==> src/rtl/seq_det_sched.sv <==
// seq_det_sched: round-robin scheduler that time-shares one serial Mealy
// pattern detector among NCH requesters.
//
// Optional build macro: FIRST_HIT_ABORT_EN
//   defined   -> a frame ends on the first detector hit (hit_cnt = 1)
//   undefined -> every frame streams all W bits and counts every hit
//
// Handshake: req[i] is a level request that the channel holds until gnt[i]
// rises. gnt[i] rises combinationally in the IDLE cycle in which channel i
// wins arbitration; data for that channel is latched on that clock edge.
// gnt stays high for the whole frame and drops when the DONE cycle ends.
// done pulses for one cycle with done_ch/hit_cnt valid.
module seq_det_sched #(
    parameter int NCH = 4,
    parameter int W   = 8,
    parameter int HW  = 4,
    localparam int CW = (NCH > 1) ? $clog2(NCH) : 1,
    localparam int BW = (W > 1) ? $clog2(W) : 1
) (
    input  logic             clk,
    input  logic             rst,
    input  logic [NCH-1:0]   req,
    input  logic [NCH*W-1:0] data,
    output logic [NCH-1:0]   gnt,
    output logic             det_clr,
    output logic             det_in,
    input  logic             det_out,
    output logic             done,
    output logic [CW-1:0]    done_ch,
    output logic [HW-1:0]    hit_cnt,
    output logic [1:0]       dbg_state
);

`ifdef FIRST_HIT_ABORT_EN
    localparam bit ABORT = 1'b1;
`else
    localparam bit ABORT = 1'b0;
`endif

    typedef enum logic [1:0] {
        S_IDLE  = 2'd0,
        S_CLR   = 2'd1,
        S_SHIFT = 2'd2,
        S_DONE  = 2'd3
    } state_t;

    state_t          state;
    state_t          state_nx;
    logic [CW-1:0]   last;      // channel served most recently
    logic [CW-1:0]   cur;       // channel being served
    logic [CW-1:0]   pick;
    logic            pick_vld;
    logic [W-1:0]    sreg;      // latched word, shifted out MSB first
    logic [BW-1:0]   bit_idx;
    logic [HW-1:0]   cnt;

    // Round-robin pick: first requester after 'last', wrapping around.
    // Scan from the farthest candidate down so the nearest one wins.
    always_comb begin
        pick     = '0;
        pick_vld = 1'b0;
        for (int k = NCH; k >= 1; k--) begin
            int idx;
            idx = int'(last) + k;
            if (idx >= NCH) idx = idx - NCH;
            if (req[idx]) begin
                pick     = CW'(idx);
                pick_vld = 1'b1;
            end
        end
    end

    // State register.
    always_ff @(posedge clk or negedge rst) begin
        if (!rst) state <= S_IDLE;
        else      state <= state_nx;
    end

    // Next-state and frame outputs.
    always_comb begin
        state_nx = state;
        gnt      = '0;
        det_clr  = 1'b0;
        det_in   = 1'b0;
        done     = 1'b0;
        case (state)
            S_IDLE: begin
                // Grant is gated by reset so nothing is offered while held in reset.
                if (pick_vld && rst) begin
                    gnt[pick] = 1'b1;
                    state_nx  = S_CLR;
                end
            end
            S_CLR: begin
                gnt[cur] = 1'b1;
                det_clr  = 1'b1;
                state_nx = S_SHIFT;
            end
            S_SHIFT: begin
                gnt[cur] = 1'b1;
                det_in   = sreg[W-1];
                if ((ABORT && det_out) || (bit_idx == BW'(W - 1)))
                    state_nx = S_DONE;
            end
            S_DONE: begin
                gnt[cur] = 1'b1;
                done     = 1'b1;
                state_nx = S_IDLE;
            end
            default: state_nx = S_IDLE;
        endcase
    end

    // Datapath: arbitration pointer, word latch/shift, bit index, hit counter.
    always_ff @(posedge clk or negedge rst) begin
        if (!rst) begin
            last    <= CW'(NCH - 1);
            cur     <= '0;
            sreg    <= '0;
            bit_idx <= '0;
            cnt     <= '0;
        end else begin
            case (state)
                S_IDLE: begin
                    if (pick_vld) begin
                        cur  <= pick;
                        last <= pick;
                        sreg <= data[int'(pick)*W +: W];
                    end
                end
                S_CLR: begin
                    cnt     <= '0;
                    bit_idx <= '0;
                end
                S_SHIFT: begin
                    sreg    <= {sreg[W-2:0], 1'b0};
                    bit_idx <= bit_idx + 1'b1;
                    if (det_out && (cnt != {HW{1'b1}}))
                        cnt <= cnt + 1'b1;
                end
                default: ;
            endcase
        end
    end

    assign done_ch   = cur;
    assign hit_cnt   = cnt;
    assign dbg_state = state;

endmodule
==> config.mk <==
export PLATFORM = sky130hd
export DESIGN_NAME = seq_det_sched
export DESIGN_NICKNAME = d
export VERILOG_FILES = /design/src/rtl/seq_det_sched.sv
export SDC_FILE = /design/constraint.sdc
export NUM_CORES = 1
export LEC_CHECK = 0
export CORE_UTILIZATION = 42
export CTS_CLUSTER_SIZE = 10
export DETAILED_ROUTE_END_ITERATION = 8
export PLACE_DENSITY = 0.85
export SLEW_MARGIN = 20
export SYNTH_ARGS = -nofsm -noshare
export SYNTH_HDL_FRONTEND = slang
export SYNTH_SLANG_ARGS = --single-unit
==> constraint.sdc <==
create_clock -name clk -period 2.2 [get_ports clk]
set_clock_uncertainty 0.05 [all_clocks]
set_input_delay 0.66 -clock clk [delete_from_list [all_inputs] [get_ports clk]]
set_output_delay 0.66 -clock clk [all_outputs]
set_load 0.01 [all_outputs]
Word level (Yosys, flattened, before mapping)
Cells that the tools add are included.
{ "word_totals": {"ff_bits": 21, "latch_bits": 0, "mem_bits_rw": 0, "rom_bits": 0, "inputBits": 39, "out_inout_bits": 15, "mem_count": 0} }
{ "classes": {"add_sub_neg": 10, "mul": 0, "n_div": 0, "order_cmp": 12, "eq_ne": 9, "shift": 1, "n_mux": 41, "bitwise_logic": 0, "n_reduce_logical": 12} }
{ "ops": {"columns": ["op", "n"], "rows": [
  ["$lt A32 B4 Y1 const B", 4],
  ["$mux W32", 4],
  ["$shiftx A32 B6 Y8", 1],
  ["$mux W1", 17],
  ["$pmux W4 S2", 2],
  ["$pmux W8 S2", 1],
  ["$mux W2", 6],
  ["$sub A3 B3 Y4 const B", 3],
  ["$ge A3 B3 Y1 const B", 3],
  ["$bmux W1 S2", 4],
  ["$mux W4", 2],
  ["$mux W8", 1],
  ["$ne A2 B2 Y1 const B", 4],
  ["$pmux W2 S4", 1],
  ["$reduce_and A2 Y1", 4],
  ["$add A2 B2 Y3 const B", 2],
  ["$lt A2 B3 Y1 const B", 2],
  ["$pmux W3 S2", 1],
  ["$sub A4 B3 Y5 const B", 1],
  ["$add A2 B3 Y4 const B", 1],
  ["$add A4 B1 Y4 const B", 1],
  ["$demux W1 S2", 2],
  ["$eq A2 B2 Y1 const B", 2],
  ["$ge A2 B1 Y1 const B", 2],
  ["10 further kinds", 14]
]} }

Depth between registers and ports, before layout
Gate-level depths: netlist (run 1).
{ "logic_depth": {"ltp_word": 16, "ltp_mapped": 9, "ltp_nobuf": 7} }

Worst setup path before layout (run 1)
OpenSTA, ideal clock, no wires.
{ "synth_timing": {"kind": "input -> output", "from": "in req[3]", "to": "out gnt[1]", "arrival_time_ps": 1669, "setup_slack_ps": -179, "path_stages": 6, "cell_sequence": "and2b_4 o221ai_1 buf_2 nor2b_1 nand3_1 o21ai_0"} }
{ "synth_via": {"elab_chain_len": 13, "elab_cells_between_ends": 28} }
{ "synth_lines": {"columns": ["element", "line_no", "rtl"], "rows": [
  ["start: declaration", "22", "input logic [NCH-1:0] req,"],
  ["$bmux W1 S2", "66", "if (req[idx]) begin"],
  ["$mux W1 (not written as such) (2 in a row)", "66", null],
  ["$mux W2 (4 in a row)", "66", null],
  ["$lt A2 B3 Y1 (not written as such) or $ge A2 B1 Y1 (tied branches)", "90", "gnt[pick] = 1'b1;"],
  ["$logic_and A1 B1 Y1 (not written as such)", "90", null],
  ["$mux W1 (not written as such)", "90", null],
  ["$demux W1 S2", "90", null],
  ["$mux W4 *", "89", "if (pick_vld && rst) begin"],
  ["$pmux W4 S2 *", "86", "case (state)"],
  ["end: declaration", "24", "output logic [NCH-1:0] gnt,"]
]} }
Mark *: on every way between the ends. The rest lies on a longest branch, timed or not. The select of a mux whose other input is x is not followed.

Final worst setup path (run 1)
{ "layout_timing": {"from": "in req[3]", "to": "out gnt[3]"} }
Same word-level chain as after synthesis.

==> results of run 1 <==
## layer usage
metal	track usage [%]	vias up	wire, um
li1	-	885	-
met1	30.74	852	1980
met2	37.76	79	2205
met3	3.521	6	365
met4	8.056	0	57
met5	0	-	0
## Yosys cell counts, types with 2 or more instances
library cell / number / area share (%)
buf_2: 4 / 1.2
o22ai_1: 6 / 2.3
nand2b_1: 6 / 2.3
o21ai_0: 8 / 2.4
xor2_1: 2 / 1.1
o21ai_1: 2 / 0.60
nor2_1: 15 / 3.4
a211oi_1: 7 / 3.2
nor2b_1: 3 / 1.1
dfstp_2: 2 / 3.2
nand2_1: 19 / 4.3
a31oi_1: 22 / 8.3
a2bb2oi_1: 2 / 1.1
buf_6: 2 / 1.4
a21o_1: 3 / 1.4
a21oi_1: 2 / 0.60
dfrtp_1: 19 / 29
inv_1: 22 / 5.0
o21ai_2: 2 / 1.1
a211oi_2: 9 / 6.8
ha_1: 8 / 6.0
clkbuf_1: 6 / 1.4
nand3_1: 16 / 4.8
mux2_2: 2 / 1.4
## cell families (layout without fill, tap and decap cells)
group	after synthesis	count (layout)	share of synthesized area, %
simple gates	66	66	18.84
flops	21	21	31.80
mux	3	3	1.959
fa+ha+maj	8	8	6.029
compound gates	68	68	31.20
xor+xnor	2	2	1.055
buf+inv	35	108	9.118
## timing repair
action                                  4_1_cts  5_1_grt
cloned                                        0        0
buffers inserted                              1        1
endpoints found under the setup margin       14        5
gates resized for setup                      46        3
pin swaps                                     4        2
## final cells by class
type | count | area (um2)
fill | 325 | 1251
multi-input combinational | 147 | 1028
timing repair buffer | 82 | 719.4
sequential | 21 | 528.0
inverter | 22 | 82.58
tap | 48 | 60.06
clock buffer | 3 | 41.29
clock inverter | 1 | 5.005
## worst max-delay path by stage
stage | startpoint | endpoint | cells after the start
after floorplan | req[1] | gnt[0] | 7
after global placement | req[3] | gnt[3] | 7
after detailed placement | req[3] | gnt[3] | 7
after CTS | req[3] | gnt[0] | 7
after global routing | req[2] | gnt[3] | 7
final | req[3] | gnt[3] | 7
## stage by stage
step,instances,hold slack [ns],cell area [um2]
2_1_floorplan,203,0.3144,1678
3_3_place_gp,318,0.4389,2400
3_5_place_dp,318,0.4624,2400
4_1_cts,323,0.4805,2447
5_1_grt,324,0.5082,2465
6_report,324,0.4793,2465
## registers in the layout, summed over array words and instances (netlist names)
register / flops
bit_idx: 3
last: 2
hit_cnt: 4
done_ch: 2
sreg: 8
dbg_state: 2
## worst max-delay path, cell delays in order
cell,delay [ns]
buf_8,0.10
or4_4,0.55
nand2_4,0.11
nor2_2,0.05
nand3_1,0.08
o21ai_1,0.06
buf_2,0.15
## cell usage in the layout (no fill, tap or decap), types with 7 or more instances in the layout
cell / synthesis / final
inv_1: 22 / 22
nand3_1: 16 / 16
clkdlybuf4s50_1: 0 / 41
nor2_1: 15 / 14
ha_1: 8 / 8
a31oi_1: 22 / 22
dfrtp_1: 19 / 19
a211oi_2: 9 / 9
nand2_1: 19 / 18
buf_4: 0 / 30
a211oi_1: 7 / 7
## power by group through the flow
stage                     clock, uW  combinational [uW]  sequential, uW
after global routing            276                2380             726
final                           255                2180             703
after detailed placement          0                2180             708
after CTS                       262                2170             700
after global placement            0                2130             698
after floorplan                   0                1340             721
==> run summary, run 1 <==
Initial antenna violation count - 0
Final Hold Fails - 0
Final HPWL from detailed placement - 3368 um
Dpl ws - -1.102 ns
Port buffer count - 53
Num ports - 54
FF-to-FF setup slack - 0.21 ns
Final Util - 66.33%
Area Growth Syn to Fin - 48.45%
Cts bufs inserted - 3
Fin. max-slew vios - 0
Critical Path End Type - output port
Worst-path clk slew - 0.08 ns
Clock power frac - 8.1%
Crit path time final - 2.486 ns
Worst Hold Endpoint - sreg[0]
Element type at the critical path start - input pin
Max_slew headroom - 72.23%
Die Span Y - 64.88 um
CTS max path bufs - 2
Leak pwr - 0.001115 uW
Synthesized area - 0.001660 mm2
GP Congestion - 0.8281
Core area - 0.003716 mm2
Peak VDD IR - 706.7 uV
Yosys cell types - 38
CTS tree - done
Overall power - 3136 uW
Unrepaired setup endpoints after global routing - yes
Post-synth EDFFs - 0
Violated checks - setup timing
Flop pwr share - 22.4%
All-Layer GR Usage - 23.12%
Setup TNS - -1.100 ns
Worst-path maximum fanout - 6
Die width - 64.88 um
Total grt overflow - 0
Critical path arrival - 1.78 ns
Clock sink total - 21
Worst slew pin tran - 0.4165 ns
Routed via count - 1,822
Die ar. - 0.004209 mm2
Max cap viols - 0
Root buffer cell - clkbuf_8
Starting Density - 44.68%
Min-Delay Startpoint - sreg[0]
Synthesized area per cell - 8.179 um2
Top FF cell, synth - dfrtp_1
Min-Delay Path Depth - 2
Switching Share - 44.69%
Routed vias/inst - 5.623
Ys async rst share - 100.0%
Number of synthesized register bits - 21
Largest net degree at the start of global routing - 22
Hold Buf Count CTS - 0
Share of layout cells above drive strength 1 - 24.28%
Yosys Warn Count - 0
Outcome - complete, but fails checks
Cells after Synth - 203
Comb power frac - 69.4%
Endpoints failing setup - 4
Post-route ant nets - 0
Detailed Route WL - 4607 um
WS Path Type - in2out
Via count of the first global-routing pass - 1,695
Psw - 1401 uW
Max Clk Rate - 402.2 MHz
FP Rows - 22
Final worst-path cycle share - 113.0%
Reg2reg path depth - 10
Detailed-route DRC error count - 0
FF-to-FF Start - dbg_state[0]
Diodes inserted - 0
DR iter-0 viols - 110
PwrDens - 1272 mW/mm2
Worst reg2reg path endpoint - sreg[7]
H-Tree Depth - 1
Clock Latency Late Sink - 0.26 ns
Setup ws final - -0.2862 ns
TritonRoute pass-1 iters - 4
Internal power - 1735 uW
First-pass GRT wire length - 7555 um
Nets - 324
CP Data Required Time - 1.49 ns
Register area share after synthesis - 31.80%
Avg WL per Cell - 14.22 um
HP Class - reg2reg
Syn_nets - 250
(Power assumes the default switching activity.)
==> inputs of run 2 (changes only) <==
--- a/config.mk
+++ b/config.mk
@@ -5,10 +5,11 @@
 export SDC_FILE = /design/constraint.sdc
 export NUM_CORES = 1
 export LEC_CHECK = 0
+export ABC_AREA = 1
 export CORE_UTILIZATION = 42
 export CTS_CLUSTER_SIZE = 10
 export DETAILED_ROUTE_END_ITERATION = 8
-export PLACE_DENSITY = 0.85
+export PLACE_DENSITY = 0.84
 export SLEW_MARGIN = 20
 export SYNTH_ARGS = -nofsm -noshare
 export SYNTH_HDL_FRONTEND = slang
==> run 2 against run 1 <==
Effect of this change: worst hold slack worse by 0.046 ns; power increased by 47%; routed wire length is 11% higher; fmax shrank 12%; utilization grew 5.8 points; die area rose by 2.5%; cell count increased by 23%; critical path depth rose by 5; count of clock-buffer cells in the layout did not move; the run still ends with setup timing left; combinational power up 66%; sequential power is 6.7% higher; clock power hardly changed.
==> run summary, run 2 <==
Outcome - complete, but fails checks (unchanged)
Violated checks - setup timing (unchanged)
Largest cells by area after synthesis - dfrtp_1 28%, nand2_1 20%, inv_1 7.5% (was dfrtp_1 29%, a31oi_1 8.3%, a211oi_2 6.8%)
Syn_nets - 313 (was 250)
Detailed-route DRC error count - 0 (unchanged)
Cts bufs inserted - 3 (unchanged)
Yosys Warn Count - 0 (unchanged)
Diodes inserted - 0 (unchanged)
Detailed Route WL - 5113 um (was 4607 um)
Starting Density - 45.16% (was 44.68%)
Synthesized area - 0.001703 mm2 (was 0.001660 mm2)
Avg WL per Cell - 12.88 um (was 14.22 um)
Clock Latency Late Sink - 0.26 ns (about the same)
Max_slew headroom - 72.61% (was 72.23%)
Routed vias/inst - 5.028 (was 5.623)
Hold Buf Count CTS - 0 (unchanged)
Final worst-path cycle share - 128.6% (was 113.0%)
Share of layout cells above drive strength 1 - 26.93% (was 24.28%)
Leak pwr - 0.001456 uW (was 0.001115 uW)
Worst slew pin tran - 0.4065 ns (was 0.4165 ns)
Fin Hold WS - 0.4337 ns (was 0.4793 ns)
Routed via count - 1,996 (was 1,822)
Final Non-Filler Cells - 397 (was 324)
Via count of the first global-routing pass - 1,872 (was 1,695)
CP most frequent cell - nand2_4
Element type at the critical path start - flop (was input pin)
Unrepaired setup endpoints after global routing - yes (unchanged)
Clock sink total - 21 (unchanged)
Number of synthesized register bits - 21 (unchanged)
Root buffer cell - clkbuf_8 (unchanged)
Largest register FFs - 8 (unchanged)
Post-synth top area share - 27.92% (was 28.64%)
H-Tree Depth - 1 (unchanged)
PwrDens - 1697 mW/mm2 (was 1272 mW/mm2)
First-pass GRT wire length - 7907 um (was 7555 um)
Setup ws final - -0.6283 ns (was -0.2862 ns)
Peak VDD IR - 1359 uV (was 706.7 uV)
Fillers - 289 (was 325)
Critical path arrival - 2.12 ns (was 1.78 ns)
Final Hold Fails - 0 (unchanged)
WS Path Type - reg2out (was in2out)
Most frequent cells in the layout - 78 x nand2_1, 43 x clkdlybuf4s50_1, 31 x inv_1, 31 x buf_4, 23 x nor2_1 (was 41 x clkdlybuf4s50_1, 30 x buf_4, 22 x inv_1, 22 x a31oi_1, 19 x dfrtp_1)
Overall power - 4617 uW (was 3136 uW)
Register area share after synthesis - 31.01% (was 31.80%)
Post-synth EDFFs - 0 (unchanged)
Worst-path clk slew - 0.08 ns (about the same)
CP max stage cell - dfstp_4 (was or4_4)
Most common cell in the netlist - nand2_1
Multi-input logic area - 0.001149 mm2 (was 0.001028 mm2)
Initial antenna violation count - 0 (unchanged)
TritonRoute pass-1 iters - 4 (unchanged)
Post-route ant nets - 0 (unchanged)
Die Span Y - 65.68 um (was 64.88 um)
Commonest cells in the netlist - 92 x nand2_1, 34 x inv_1, 24 x nand3_1, 24 x nor2_1, 19 x dfrtp_1 (was 22 x a31oi_1, 22 x inv_1, 19 x dfrtp_1, 19 x nand2_1, 16 x nand3_1)
Nets - 397 (was 324)
Crit path time final - 2.828 ns (was 2.486 ns)
Cells after Synth - 266 (was 203)
CTS tree - done (unchanged)
All-Layer GR Usage - 23.60% (was 23.12%)
Cell area after layout - 0.002720 mm2 (was 0.002465 mm2)
Largest Register - sreg (unchanged)
Placed cells - 388 (was 318)
Endpoints failing setup - 9 (was 4)
CP peak stage delay - 0.73 ns (was 0.55 ns)
GP Congestion - 0.8452 (was 0.8281)
CP Data Required Time - 1.49 ns (about the same)
FP Rows - 22 (unchanged)
Num ports - 54 (unchanged)
CTS max path bufs - 2 (unchanged)
Top FF cell, synth - dfrtp_1 (unchanged)
HP Class - reg2reg (unchanged)
CP Cell Sequence - inv_8, nand2_2, nand2_2, nand2_1, nand2_1, inv_2, nand2_4, nand2_4, nand2_4, buf_4, o22ai_2, buf_2 (was buf_8, or4_4, nand2_4, nor2_2, nand3_1, o21ai_1, buf_2)
Total grt overflow - 0 (unchanged)
CP delay by family, top - flip-flops (was simple AND/OR/NAND/NOR gates)
Area Growth Syn to Fin - 59.74% (was 48.45%)
Port buffer count - 53 (unchanged)
Synthesized area per cell - 6.402 um2 (was 8.179 um2)
Worst-path maximum fanout - 8 (was 6)
Die ar. - 0.004313 mm2 (was 0.004209 mm2)
Ys async rst share - 100.0% (unchanged)
Cell taking the most area after synthesis - dfrtp_1 (unchanged)
Most common cell after layout, fill and taps aside - nand2_1 (was clkdlybuf4s50_1)
Yosys cell types - 27 (was 38)
Area post-placement - 0.002535 mm2 (was 0.002400 mm2)
Register area - 531.8 um2 (was 528.0 um2)
Max Clk Rate - 353.6 MHz (was 402.2 MHz)
Critical Path End Type - output port (unchanged)
Setup TNS - -2.702 ns (was -1.100 ns)
Core area - 0.003771 mm2 (was 0.003716 mm2)
Max cap viols - 0 (unchanged)
Die width - 65.68 um (was 64.88 um)
Fin. max-slew vios - 0 (unchanged)
Final HPWL from detailed placement - 3588 um (was 3368 um)
Worst path bufs/invs - 4 (was 2)
Largest net degree at the start of global routing - 22 (unchanged)
DR iter-0 viols - 65 (was 110)
[run 2: cell types whose count changed in the layout (fill, tap and decap cells not counted), sizes merged, moves of 6 or more]
| cell | before | now |
|---|---|---|
| inv | 22 | 38 |
| a31oi | 22 | 0 |
| nand2b | 6 | 0 |
| a211oi | 16 | 0 |
| nand3 | 16 | 25 |
| nor2 | 15 | 25 |
| nand2 | 19 | 106 |
| a21oi | 2 | 11 |
[run 2: cells by family (layout without fill, tap and decap cells)]
group | after synthesis | after routing | synth area share, %
adders and majority gates | 8 | 8 | 5.878
DFF | 21 | 21 | 31.01
AOI/OAI and AO/OA | 25 | 25 | 8.009
buffers and inverters | 45 | 128 | 11.61
and+or+nand+nor | 167 | 167 | 43.50
[run 2: final cells by class]
| cell class | count | area share, % |
|---|---|---|
| well taps | 48 | 2.208 |
| inverters | 38 | 5.888 |
| clock inverters | 1 | 0.1840 |
| clock buffers | 3 | 1.518 |
| repair buffers | 86 | 28.43 |
| flip-flops and latches | 21 | 19.55 |
| multi-input cells | 200 | 42.23 |
[run 2: timing repair]
item,CTS,global route
pin swaps,12,14
setup endpoints to repair,15,11
endpoints found under the hold margin,0,0
setup buffers,2,4
gates resized for setup,36,19
[run 2: power by group]
part           internal (uW)  leakage (uW)  switching, uW
Sequential               591      0.000263            159
Combinational           1590       0.00117           2020
Clock                    126     0.0000255            129
[run 2: path summary, 6_finish.rpt]
path,from,to,slack (ns),cells after the start
setup / recovery,last[0],gnt[0],-0.63,12
hold / removal,bit_idx[0],bit_idx[0],0.43,1
setup reg to reg,last[0],sreg[3],-0.16,15
hold reg to reg,bit_idx[0],bit_idx[0],0.43,1
max in group asynchronous,rst,last[1],1.05,2
min in group asynchronous,rst,dbg_state[1],0.78,2
[run 2: per-stage QoR]
stage          util (%)  setup WS (ns)
6_report          72.13        -0.6283
5_1_grt           72.13        -0.7074
4_1_cts           69.61        -0.5256
3_5_place_dp      67.22         -1.169
3_3_place_gp      67.22         -1.127
2_1_floorplan         -        -0.1115
[run 2: per-layer routing]
layer | wire length, um | vias up | track usage (%)
met5 | 0 | - | 0
met4 | 70 | 0 | 7.609
met3 | 409 | 8 | 2.604
met2 | 2438 | 93 | 41.96
met1 | 2194 | 900 | 29.28
li1 | - | 995 | -
==> inputs of run 3 (changes only) <==
--- a/config.mk
+++ b/config.mk
@@ -10,7 +10,7 @@
 export CTS_CLUSTER_SIZE = 10
 export DETAILED_ROUTE_END_ITERATION = 8
 export PLACE_DENSITY = 0.84
-export SLEW_MARGIN = 20
+export SLEW_MARGIN = 25
 export SYNTH_ARGS = -nofsm -noshare
 export SYNTH_HDL_FRONTEND = slang
 export SYNTH_SLANG_ARGS = --single-unit
==> results of run 3 <==
Same layout as run 2: the final DEF is identical, and so are final timing and power.
